### src/rtl/des_decrypt_iter_if.sv
// Handshake bundle for the iterative DES decryption core.
//   s_valid/s_ready/s_data/s_key : ciphertext + key offer (source -> core)
//   m_valid/m_ready/m_data       : plaintext delivery (core -> sink)
// Bit 63 of every 64-bit field is FIPS bit 1.
// Modports: slave = the core, master = the block driving/consuming it.
interface des_decrypt_iter_if;
    logic        s_valid;
    logic        s_ready;
    logic [63:0] s_data;
    logic [63:0] s_key;
    logic        m_valid;
    logic        m_ready;
    logic [63:0] m_data;

    modport slave (
        input  s_valid, s_data, s_key, m_ready,
        output s_ready, m_valid, m_data
    );

    modport master (
        output s_valid, s_data, s_key, m_ready,
        input  s_ready, m_valid, m_data
    );
endinterface

### src/rtl/des_decrypt_iter.sv
// Iterative DES decryption: one Feistel round per clock, 16 rounds per block.
// Subkeys are produced on the fly in reverse order by right-rotating C/D.
// Ports:
//   clk, rst_n : clock, asynchronous active-low reset
//   bus        : des_decrypt_iter_if.slave (input offer, output delivery)
//   busy       : high while a block is in ROUND or DONE
//   key_err    : key byte parity error (only with DES_DECR_KEY_PARITY_CHECK_EN)
// Optional feature macro: DES_DECR_KEY_PARITY_CHECK_EN
//
// state | meaning
// IDLE  | ready for a ciphertext/key offer
// ROUND | running rounds 1..16 (cnt = current round)
// DONE  | plaintext presented, waiting for m_ready
module des_decrypt_iter (
    input  logic              clk,
    input  logic              rst_n,
    des_decrypt_iter_if.slave bus,
    output logic              busy
`ifdef DES_DECR_KEY_PARITY_CHECK_EN
    ,
    output logic              key_err
`endif
);
    localparam int IP_T [64] = '{58,50,42,34,26,18,10,2, 60,52,44,36,28,20,12,4,
                                 62,54,46,38,30,22,14,6, 64,56,48,40,32,24,16,8,
                                 57,49,41,33,25,17,9,1,  59,51,43,35,27,19,11,3,
                                 61,53,45,37,29,21,13,5, 63,55,47,39,31,23,15,7};
    localparam int FP_T [64] = '{40,8,48,16,56,24,64,32, 39,7,47,15,55,23,63,31,
                                 38,6,46,14,54,22,62,30, 37,5,45,13,53,21,61,29,
                                 36,4,44,12,52,20,60,28, 35,3,43,11,51,19,59,27,
                                 34,2,42,10,50,18,58,26, 33,1,41,9,49,17,57,25};
    localparam int E_T [48] = '{32,1,2,3,4,5, 4,5,6,7,8,9, 8,9,10,11,12,13, 12,13,14,15,16,17,
                                16,17,18,19,20,21, 20,21,22,23,24,25, 24,25,26,27,28,29, 28,29,30,31,32,1};
    localparam int P_T [32] = '{16,7,20,21,29,12,28,17, 1,15,23,26,5,18,31,10,
                                2,8,24,14,32,27,3,9,    19,13,30,6,22,11,4,25};
    localparam int PC1_T [56] = '{57,49,41,33,25,17,9, 1,58,50,42,34,26,18,
                                  10,2,59,51,43,35,27, 19,11,3,60,52,44,36,
                                  63,55,47,39,31,23,15, 7,62,54,46,38,30,22,
                                  14,6,61,53,45,37,29, 21,13,5,28,20,12,4};
    localparam int PC2_T [48] = '{14,17,11,24,1,5, 3,28,15,6,21,10, 23,19,12,4,26,8, 16,7,27,20,13,2,
                                  41,52,31,37,47,55, 30,40,51,45,33,48, 44,49,39,56,34,53, 46,42,50,36,29,32};
    // Each entry: rows 0..3 of one S-box, 16 nibbles per row, MSB first.
    localparam logic [255:0] SBOX [8] = '{
        256'hE4D12FB83A6C59070F74E2D1A6CB953841E8D62BFC973A50FC8249175B3EA06D,
        256'hF18E6B34972DC05A3D47F28EC01A69B50E7BA4D158C6932FD8A13F42B67C05E9,
        256'hA09E63F51DC7B428D709346A285ECBF1D6498F30B12C5AE71AD069874FE3B52C,
        256'h7DE3069A1285BC4FD8B56F03472C1AE9A690CB7DF13E52843F06A1D8945BC72E,
        256'h2C417AB6853FD0E9EB2C47D150FA3986421BAD78F9C5630EB8C71E2D6F09A453,
        256'hC1AF92680D34E75BAF427C9561DE0B389EF528C3704A1DB6432C95FABE17608D,
        256'h4B2EF08D3C975A61D0B7491AE35C2F8614BDC37EAF6805926BD814A7950FE23C,
        256'hD2846FB1A93E50C71FD8A374C56B0E927B419CE206ADF35821E74A8DFC90356B};

    function automatic logic [63:0] ip(input logic [63:0] x);
        logic [63:0] y;
        for (int j = 0; j < 64; j++) y[6'(63 - j)] = x[6'(64 - IP_T[6'(j)])];
        return y;
    endfunction

    function automatic logic [63:0] fp(input logic [63:0] x);
        logic [63:0] y;
        for (int j = 0; j < 64; j++) y[6'(63 - j)] = x[6'(64 - FP_T[6'(j)])];
        return y;
    endfunction

    function automatic logic [55:0] pc1(input logic [63:0] x);
        logic [55:0] y;
        for (int j = 0; j < 56; j++) y[6'(55 - j)] = x[6'(64 - PC1_T[6'(j)])];
        return y;
    endfunction

    function automatic logic [47:0] pc2(input logic [55:0] x);
        logic [47:0] y;
        for (int j = 0; j < 48; j++) y[6'(47 - j)] = x[6'(56 - PC2_T[6'(j)])];
        return y;
    endfunction

    function automatic logic [31:0] feistel(input logic [31:0] r, input logic [47:0] k);
        logic [47:0] e;
        logic [31:0] s;
        logic [31:0] y;
        logic [5:0]  b;
        logic [5:0]  idx;
        for (int j = 0; j < 48; j++) e[6'(47 - j)] = r[5'(32 - E_T[6'(j)])];
        e = e ^ k;
        for (int i = 0; i < 8; i++) begin
            b   = e[6'(47 - 6 * i) -: 6];
            // row = outer bits, column = inner four bits
            idx = {b[5], b[0], b[4:1]};
            s[5'(31 - 4 * i) -: 4] = SBOX[3'(i)][8'(255 - 4 * int'(idx)) -: 4];
        end
        for (int j = 0; j < 32; j++) y[5'(31 - j)] = s[5'(32 - P_T[5'(j)])];
        return y;
    endfunction

    typedef enum logic [1:0] {IDLE, ROUND, DONE} state_t;

    state_t      state, state_nxt;
    logic [31:0] l_q, r_q;
    logic [27:0] c_q, d_q;
    logic [4:0]  cnt;
    logic [27:0] c_rot, d_rot;
    logic [47:0] subkey;
    logic [31:0] r_new;
    logic        last_round;

    // Decryption walks the encryption schedule backwards: round d undoes
    // encryption shift 18-d, so C/D start from PC1 (= C16/D16) unrotated.
    always_comb begin
        c_rot = c_q;
        d_rot = d_q;
        if (cnt == 5'd2 || cnt == 5'd9 || cnt == 5'd16) begin
            c_rot = {c_q[0], c_q[27:1]};
            d_rot = {d_q[0], d_q[27:1]};
        end else if (cnt != 5'd1) begin
            c_rot = {c_q[1:0], c_q[27:2]};
            d_rot = {d_q[1:0], d_q[27:2]};
        end
        subkey     = pc2({c_rot, d_rot});
        r_new      = l_q ^ feistel(r_q, subkey);
        last_round = (cnt == 5'd16);
    end

    always_ff @(posedge clk or negedge rst_n) begin
        if (!rst_n) state <= IDLE;
        else        state <= state_nxt;
    end

    always_comb begin
        state_nxt   = state;
        bus.s_ready = 1'b0;
        busy        = 1'b1;
        case (state)
            IDLE: begin
                bus.s_ready = 1'b1;
                busy        = 1'b0;
                if (bus.s_valid) state_nxt = ROUND;
            end
            ROUND:   if (last_round) state_nxt = DONE;
            DONE:    if (bus.m_ready) state_nxt = IDLE;
            default: state_nxt = IDLE;
        endcase
    end

    always_ff @(posedge clk or negedge rst_n) begin
        if (!rst_n) begin
            l_q         <= '0;
            r_q         <= '0;
            c_q         <= '0;
            d_q         <= '0;
            cnt         <= '0;
            bus.m_valid <= 1'b0;
            bus.m_data  <= '0;
        end else begin
            case (state)
                IDLE: if (bus.s_valid) begin
                    {l_q, r_q} <= ip(bus.s_data);
                    {c_q, d_q} <= pc1(bus.s_key);
                    cnt        <= 5'd1;
                end
                ROUND: begin
                    c_q <= c_rot;
                    d_q <= d_rot;
                    l_q <= r_q;
                    r_q <= r_new;
                    cnt <= last_round ? 5'd0 : cnt + 5'd1;
                    if (last_round) begin
                        // halves swapped ahead of FP: {R16, L16}
                        bus.m_data  <= fp({r_new, r_q});
                        bus.m_valid <= 1'b1;
                    end
                end
                DONE: if (bus.m_ready) bus.m_valid <= 1'b0;
                default: ;
            endcase
        end
    end

`ifdef DES_DECR_KEY_PARITY_CHECK_EN
    function automatic logic parity_bad(input logic [63:0] k);
        logic bad;
        bad = 1'b0;
        for (int i = 0; i < 8; i++) if (!(^k[6'(8 * i) +: 8])) bad = 1'b1;
        return bad;
    endfunction

    always_ff @(posedge clk or negedge rst_n) begin
        if (!rst_n)                                 key_err <= 1'b0;
        else if (state == IDLE && bus.s_valid)      key_err <= parity_bad(bus.s_key);
    end
`else
    // Parity bits are simply dropped by PC1; no flag is produced.
`endif
endmodule

### src/flat_wrapper.sv
// flat-port wrapper written by rule: the top's interface ports become plain ports
module des_decrypt_iter_flat 
  (clk, rst_n, busy, bus_s_valid, bus_s_data, bus_s_key, bus_m_ready, bus_s_ready, bus_m_valid, bus_m_data);
  des_decrypt_iter_if bus_i ();
  input  logic clk;
  input  logic rst_n;
  output logic busy;
  input wire logic [$bits(bus_i.s_valid)-1:0] bus_s_valid;
  input wire logic [$bits(bus_i.s_data)-1:0] bus_s_data;
  input wire logic [$bits(bus_i.s_key)-1:0] bus_s_key;
  input wire logic [$bits(bus_i.m_ready)-1:0] bus_m_ready;
  output wire logic [$bits(bus_i.s_ready)-1:0] bus_s_ready;
  output wire logic [$bits(bus_i.m_valid)-1:0] bus_m_valid;
  output wire logic [$bits(bus_i.m_data)-1:0] bus_m_data;
  assign bus_i.s_valid = bus_s_valid;
  assign bus_i.s_data = bus_s_data;
  assign bus_i.s_key = bus_s_key;
  assign bus_i.m_ready = bus_m_ready;
  assign bus_s_ready = bus_i.s_ready;
  assign bus_m_valid = bus_i.m_valid;
  assign bus_m_data = bus_i.m_data;
  des_decrypt_iter u_core (.clk(clk), .rst_n(rst_n), .bus(bus_i), .busy(busy));
endmodule
### config.mk
export PLATFORM = sky130hd
export DESIGN_NAME = des_decrypt_iter_flat
export DESIGN_NICKNAME = d
export VERILOG_FILES = /design/src/rtl/des_decrypt_iter_if.sv /design/src/rtl/des_decrypt_iter.sv /design/src/flat_wrapper.sv
export SDC_FILE = /design/constraint.sdc
export NUM_CORES = 1
export LEC_CHECK = 0
export ABC_AREA = 1
export ABC_CLOCK_PERIOD_IN_PS = 1600
export CAP_MARGIN = 20
export CELL_PAD_IN_SITES_DETAIL_PLACEMENT = 1
export CELL_PAD_IN_SITES_GLOBAL_PLACEMENT = 2
export CORE_MARGIN = 2
export CORE_UTILIZATION = 10
export CTS_CLUSTER_SIZE = 30
export DETAILED_ROUTE_END_ITERATION = 10
export PLACE_DENSITY_LB_ADDON = 0.08
export SLEW_MARGIN = 20
export SYNTH_ARGS = -nofsm -noshare
export SYNTH_HDL_FRONTEND = slang
export SYNTH_SLANG_ARGS = --single-unit
### constraint.sdc
create_clock -name clk -period 1.6 [get_ports clk]
set_clock_uncertainty 0.05 [all_clocks]
set_input_delay 0.16 -clock clk [delete_from_list [all_inputs] [get_ports clk]]
set_output_delay 0.16 -clock clk [all_outputs]
set_load 0.02 [all_outputs]
==> flow_summary.yaml, run 1 <==
outcome:
  status: "complete, no violations"
global_routing:
  antenna_found_initial: 0
  use_met3_pct: 2.01
  globalRouteOverflowTotal: 0
  grt-busiest-layer: "met2"
  grt_start_max_net_pins: 9
  grt_usage_pct: 3.77
  grt.met2_usage_pct: 6.82
  grt_pass1_vias: 529
  gr-usage-met1_pct: 4.03
  grt_pass1_wl_mm: 2.87
setup_path:
  end_kind: "primary output"
  critPathSlowestCell: "clkdlybuf4s50_1"
  critical_path.startpoint_type: "flip-flop"
  crit_path_max_fanout: 2
  cp_cell_sequence: "clkdlybuf4s50_1"
  worstPathRequired_ps: 1390
  critPathBufInv: 1
  crit_family: "buffers and inverters"
  crit_type: "flip-flop to primary output"
  worst_path_largest_cell_delay_ps: 610
  crit_arrival_ps: 1180
routing:
  wl_per_cell_um: 8.11
  drc: 0
  wl_mm: 1.95
  postRouteAntennaNets: 0
  first_pass_iters: 2
  drt-initial-drc-count: 3
  routed-via-count: 551
  via_per_inst: 2.29
floorplanning:
  core.rowCount: 35
  die_w_um: 101
  io_pins: 199
  initial_utilization_pct: 10.2
  fp.dieArea_um2: 10100
  core_area_um2: 9150
  die_h_um: 101
cells_and_area:
  multi_input_area_um2: 447
  finalNetCount: 266
  antenna_cells: 0
  fill_cells: 1103
  drive_gt1_share_pct: 8.46
  fin_area_um2: 937
  instances_no_fill: 241
  seqCellArea_um2: 200
  areaGrowthSynthToFinish_pct: 0.134
yosys:
  synth_top_area_share_pct: 51.3
  ys_ff_latch: 8
  synth_most_common_cell: "buf_4"
  async_flop_share_pct: 100
  netlist_top_cells_count: "buf_4 (64), nand2_1 (11), inv_1 (10)"
  synth_top_area_cell: "buf_4"
  syn-instance-count: 121
  synth_cell_types: 18
  ys_seq_area_share_pct: 21.4
  synth_top_flop_cell: "dfrtp_1"
  synth.area.top_cells: "buf_4 (51%), dfrtp_1 (21%), nand2_1 (4.4%), inv_1 (4.0%), ha_1 (2.7%)"
  synth.avg_cell_area_um2: 7.73
  yosys_warnings: 0
  synth_edf_count: 0
  synthesis.area_um2: 936
clocking:
  clock_path_buffers: 2
  path_clk_slew_ps: 50
  cts_max_level: 1
  clock-root-buffer: "clkbuf_8"
  holdBufCountCts: 0
  clock_latency_ps: 230
  cts_tree: "built"
  cts.sinks: 8
  cts_resized: 2
  cts_buffers: 3
  cts_setup_buffers: 0
sta:
  fin_crit_ps: 1390
  fin_setup_tns_ps: 0
  fmax_mhz: 718
  hold_slack_ps: 204
  fin_crit_sh_pct: 87.0
  finalMaxSlewViolations: 0
  setup_viol: 0
  hold_violations: 0
  rsz0062_at_grt: "no"
pwr:
  vdd_ir_drop_max_mv: 0.200
  power_density_nw_per_um2: 1350
  leakagePower_nw: 0.506
placed_design:
  placed_area_um2: 898
  gp_congestion: 0.581
  place_hpwl_mm: 1.59
  port_buffers: 6
  placed_cells: 238
job:
  cap_violations: 0
hold_path:
  hp-class: "primary input to async pin"
[kinds of logic (layout without fill, tap and decap cells)]
kind of cell               after synthesis  after routing  share of synthesized area [%]
adders and majority gates                2              2                           2.67
and+or+nand+nor                         28             28                           15.1
DFF                                      8              8                           21.4
buffers and inverters                   76             22                           56.2
other                                    1             64                          0.401
AOI/OAI and AO/OA                        6              6                           4.28
[final cells by class]
type | instances | area share (%)
timing repair buffer | 7 | 6.94
clock buffer | 3 | 4.41
inverter | 12 | 4.81
sequential | 8 | 21.4
multi-input combinational | 100 | 47.7
tap | 111 | 14.8
[through the flow]
stage	worst slack (ps)	utilization [%]	total power [mW]
2_1_floorplan	467	-	0.952
3_3_place_gp	185	9.82	1.03
3_5_place_dp	179	9.82	1.05
4_1_cts	177	10.2	1.31
5_1_grt	91.9	10.2	1.43
6_report	208	10.2	1.27
[final timing paths]
| path | from | endpoint | slack (ps) | depth (start not counted) |
|---|---|---|---|---|
| min in group clk | u_core.bus.m_valid$_DFFE_PN0P_ | u_core.bus.m_valid$_DFFE_PN0P_ | 480 | 2 |
| worst max register to register | u_core.cnt[0]$_DFFE_PN0P_ | u_core.cnt[0]$_DFFE_PN0P_ | 270 | 7 |
| max in group asynchronous | rst_n | u_core.cnt[3]$_DFFE_PN0P_ | 980 | 1 |
| worst max-delay path | u_core.bus.m_valid$_DFFE_PN0P_ | bus_m_valid | 210 | 1 |
| worst min register to register | u_core.bus.m_valid$_DFFE_PN0P_ | u_core.bus.m_valid$_DFFE_PN0P_ | 480 | 2 |
| worst min-delay path | rst_n | u_core.cnt[2]$_DFFE_PN0P_ | 200 | 1 |
[state kept, by name (all words and copies together), names as in the netlist]
signal / cells
u_core.cnt: 5
u_core.state: 2
u_core.bus.m_valid: 1
[report_power, final]
group	switching, mW	internal [mW]	total, mW
sequential	0.109	0.285	0.394
clock	0.0898	0.164	0.254
combinational	0.427	0.193	0.620
total	0.626	0.642	1.27
[cells in the final DEF, fill, tap and decap left out]
| cell type | Yosys | routed |
|---|---|---|
| a21oi_1 | 1 | 1 |
| a22oi_2 | 1 | 1 |
| buf_4 | 64 | 1 |
| clkbuf_8 | 0 | 3 |
| clkdlybuf4s50_1 | 0 | 4 |
| conb_1 | 1 | 64 |
| dfrtp_1 | 8 | 8 |
| dlygate4sd2_1 | 0 | 2 |
| ha_1 | 2 | 2 |
| inv_1 | 10 | 10 |
| inv_2 | 2 | 2 |
| nand2_1 | 11 | 11 |
| nand2_2 | 1 | 1 |
| nand2_4 | 1 | 1 |
| nand3_1 | 5 | 5 |
| nand4_1 | 4 | 4 |
| nor2_1 | 4 | 4 |
| nor2_2 | 1 | 1 |
| nor2_4 | 1 | 1 |
| o21ai_0 | 3 | 3 |
| o31ai_1 | 1 | 1 |
[metal layers]
| metal | part of all wire [%] | routed length, um |
|---|---|---|
| met5 | 0 | 0 |
| met4 | 0 | 0 |
| met3 | 9.0 | 176 |
| met2 | 53 | 1030 |
| met1 | 38 | 746 |
(Power assumes the default switching activity.)
==> run 2, diff against run 1 <==
Settings changed: CORE_MARGIN 2 to 5.
==> flow_summary.yaml, run 2 (synthesized netlist as in run 1, its figures left out) <==
clocking:
  cts_setup_buffers: 0
  cts_max_level: 1
  cts_tree: "built"
  cts_resized: 2
  cts.sinks: 8
  clock_path_buffers: 2
  path_clk_slew_ps: 50
  cts_buffers: 3
  holdBufCountCts: 0
  clock_latency_ps: 230
  clock-root-buffer: "clkbuf_8"
floorplanning:
  die_w_um: 107
  core_area_um2: 9200
  initial_utilization_pct: 10.2
  io_pins: 199
  fp.dieArea_um2: 11400
  die_h_um: 107
  core.rowCount: 35
global_routing:
  globalRouteOverflowTotal: 0
  antenna_found_initial: 0
  grt_pass1_wl_mm: 2.99
  grt_pass1_vias: 549
  grt_usage_pct: 3.39
  grt_start_max_net_pins: 9
job:
  cap_violations: 0
outcome:
  status: "complete, no violations"
setup_path:
  worstPathRequired_ps: 1390
  crit_type: "flip-flop to primary output"
  critPathBufInv: 1
  end_kind: "primary output"
  rr_endpoint: "u_core.cnt[0]$_DFFE_PN0P_"
  r2r_slack_ps: 270
  critPathSlowestCell: "clkdlybuf4s50_1"
  worstSetupStartpoint: "u_core.bus.m_valid$_DFFE_PN0P_"
  crit_path_max_fanout: 2
  crit_family: "buffers and inverters"
  regToRegStartpoint: "u_core.cnt[0]$_DFFE_PN0P_"
  critical_path.startpoint_type: "flip-flop"
  worst_path_largest_cell_delay_ps: 610
  cp_cell_sequence: "clkdlybuf4s50_1"
  rr_worst_depth: 7
  crit_arrival_ps: 1180
routing:
  postRouteAntennaNets: 0
  wl_per_cell_um: 8.35
  drc: 0
  first_pass_iters: 3
  wl_mm: 2.01
  routed-via-count: 553
  drt-initial-drc-count: 30
  via_per_inst: 2.29
sta:
  fmax_mhz: 721
  setup_viol: 0
  rsz0062_at_grt: "no"
  worst_slack_ps: 213
  hold_slack_ps: 180
  finalMaxSlewViolations: 0
  fin_crit_sh_pct: 86.7
  fin_setup_tns_ps: 0
  fin_crit_ps: 1390
  hold_violations: 0
cells_and_area:
  finalNetCount: 266
  fin_area_um2: 937
  top_regs: "u_core.cnt: 5 flops, u_core.state: 2 flops, u_core.bus.m_valid: 1 flops"
  areaGrowthSynthToFinish_pct: 0.134
  regMostFlops: "u_core.cnt"
  drive_gt1_share_pct: 8.46
  final_cell_mix: "conb_1 (64), nand2_1 (11), inv_1 (10)"
  fill_cells: 1124
  antenna_cells: 0
  largest_reg_flops: 5
  final_common_cell: "conb_1"
  instances_no_fill: 241
pwr:
  switching_share_pct: 49.4
  vdd_ir_drop_max_mv: 0.181
  seqPwrFrac_pct: 30.9
  p_sw_mw: 0.626
  power_density_nw_per_um2: 1350
  leakagePower_nw: 0.506
  p_int_mw: 0.641
  power_frac_comb_pct: 49.1
  clkPwrFrac_pct: 20.0
placed_design:
  place_hpwl_mm: 1.73
  dp_slack_ps: 172
  placed_cells: 238
  gp_congestion: 0.626
  placed_area_um2: 898
  port_buffers: 6
hold_path:
  hp-class: "primary input to async pin"
[run 2: cell counts in the layout (fill, tap and decap cells not counted)]
No cell type changed its count.
[run 2: worst register-to-register path, cell delays in order, from the launching register on]
cell,delay [ps]
dfrtp_1,430
inv_1,100
ha_1,150
nand2_1,50
inv_1,70
nand2_1,140
a21oi_1,170
nor2_1,60
[run 2: stage by stage]
stage / util [%] / total power [mW]
2_1_floorplan: - / 0.952
3_3_place_gp: 9.77 / 1.03
3_5_place_dp: 9.77 / 1.05
4_1_cts: 10.2 / 1.30
5_1_grt: 10.2 / 1.40
6_report: 10.2 / 1.27
[run 2: metal layers]
layer / up-vias / wire length (um) / track usage (%)
met5: - / 0 / 0
met4: 0 / 4 / 0.548
met3: 2 / 242 / 1.81
met2: 43 / 955 / 5.76
met1: 244 / 808 / 3.83
li1: 264 / - / -
[run 2: power groups by stage]
stage	Sequential (mW)	Combinational, mW	Clock, mW
3_5_place_dp	0.399	0.647	0
2_1_floorplan	0.373	0.579	0
3_3_place_gp	0.396	0.638	0
5_1_grt	0.413	0.704	0.282
6_report	0.392	0.622	0.253
4_1_cts	0.397	0.633	0.272
[run 2: worst max-delay path by stage]
stage                                      endpoint  slack [ps]  depth (start not counted)
after floorplan           u_core.cnt[0]$_DFFE_PN0P_         470                          7
after global placement                  bus_s_ready         180                          2
after detailed placement                bus_s_ready         170                          2
after CTS                                      busy         180                          3
after global routing                           busy         130                          3
final                                   bus_m_valid         210                          1
[run 2: area by class of cell]
cell class,instances,area (um2),area share [%]
Multi-Input combinational cell,100,447,47.7
Tap cell,111,139,14.8
Inverter,12,45.0,4.81
Sequential cell,8,200,21.4
Timing Repair Buffer,7,65.1,6.94
Clock buffer,3,41.3,4.41
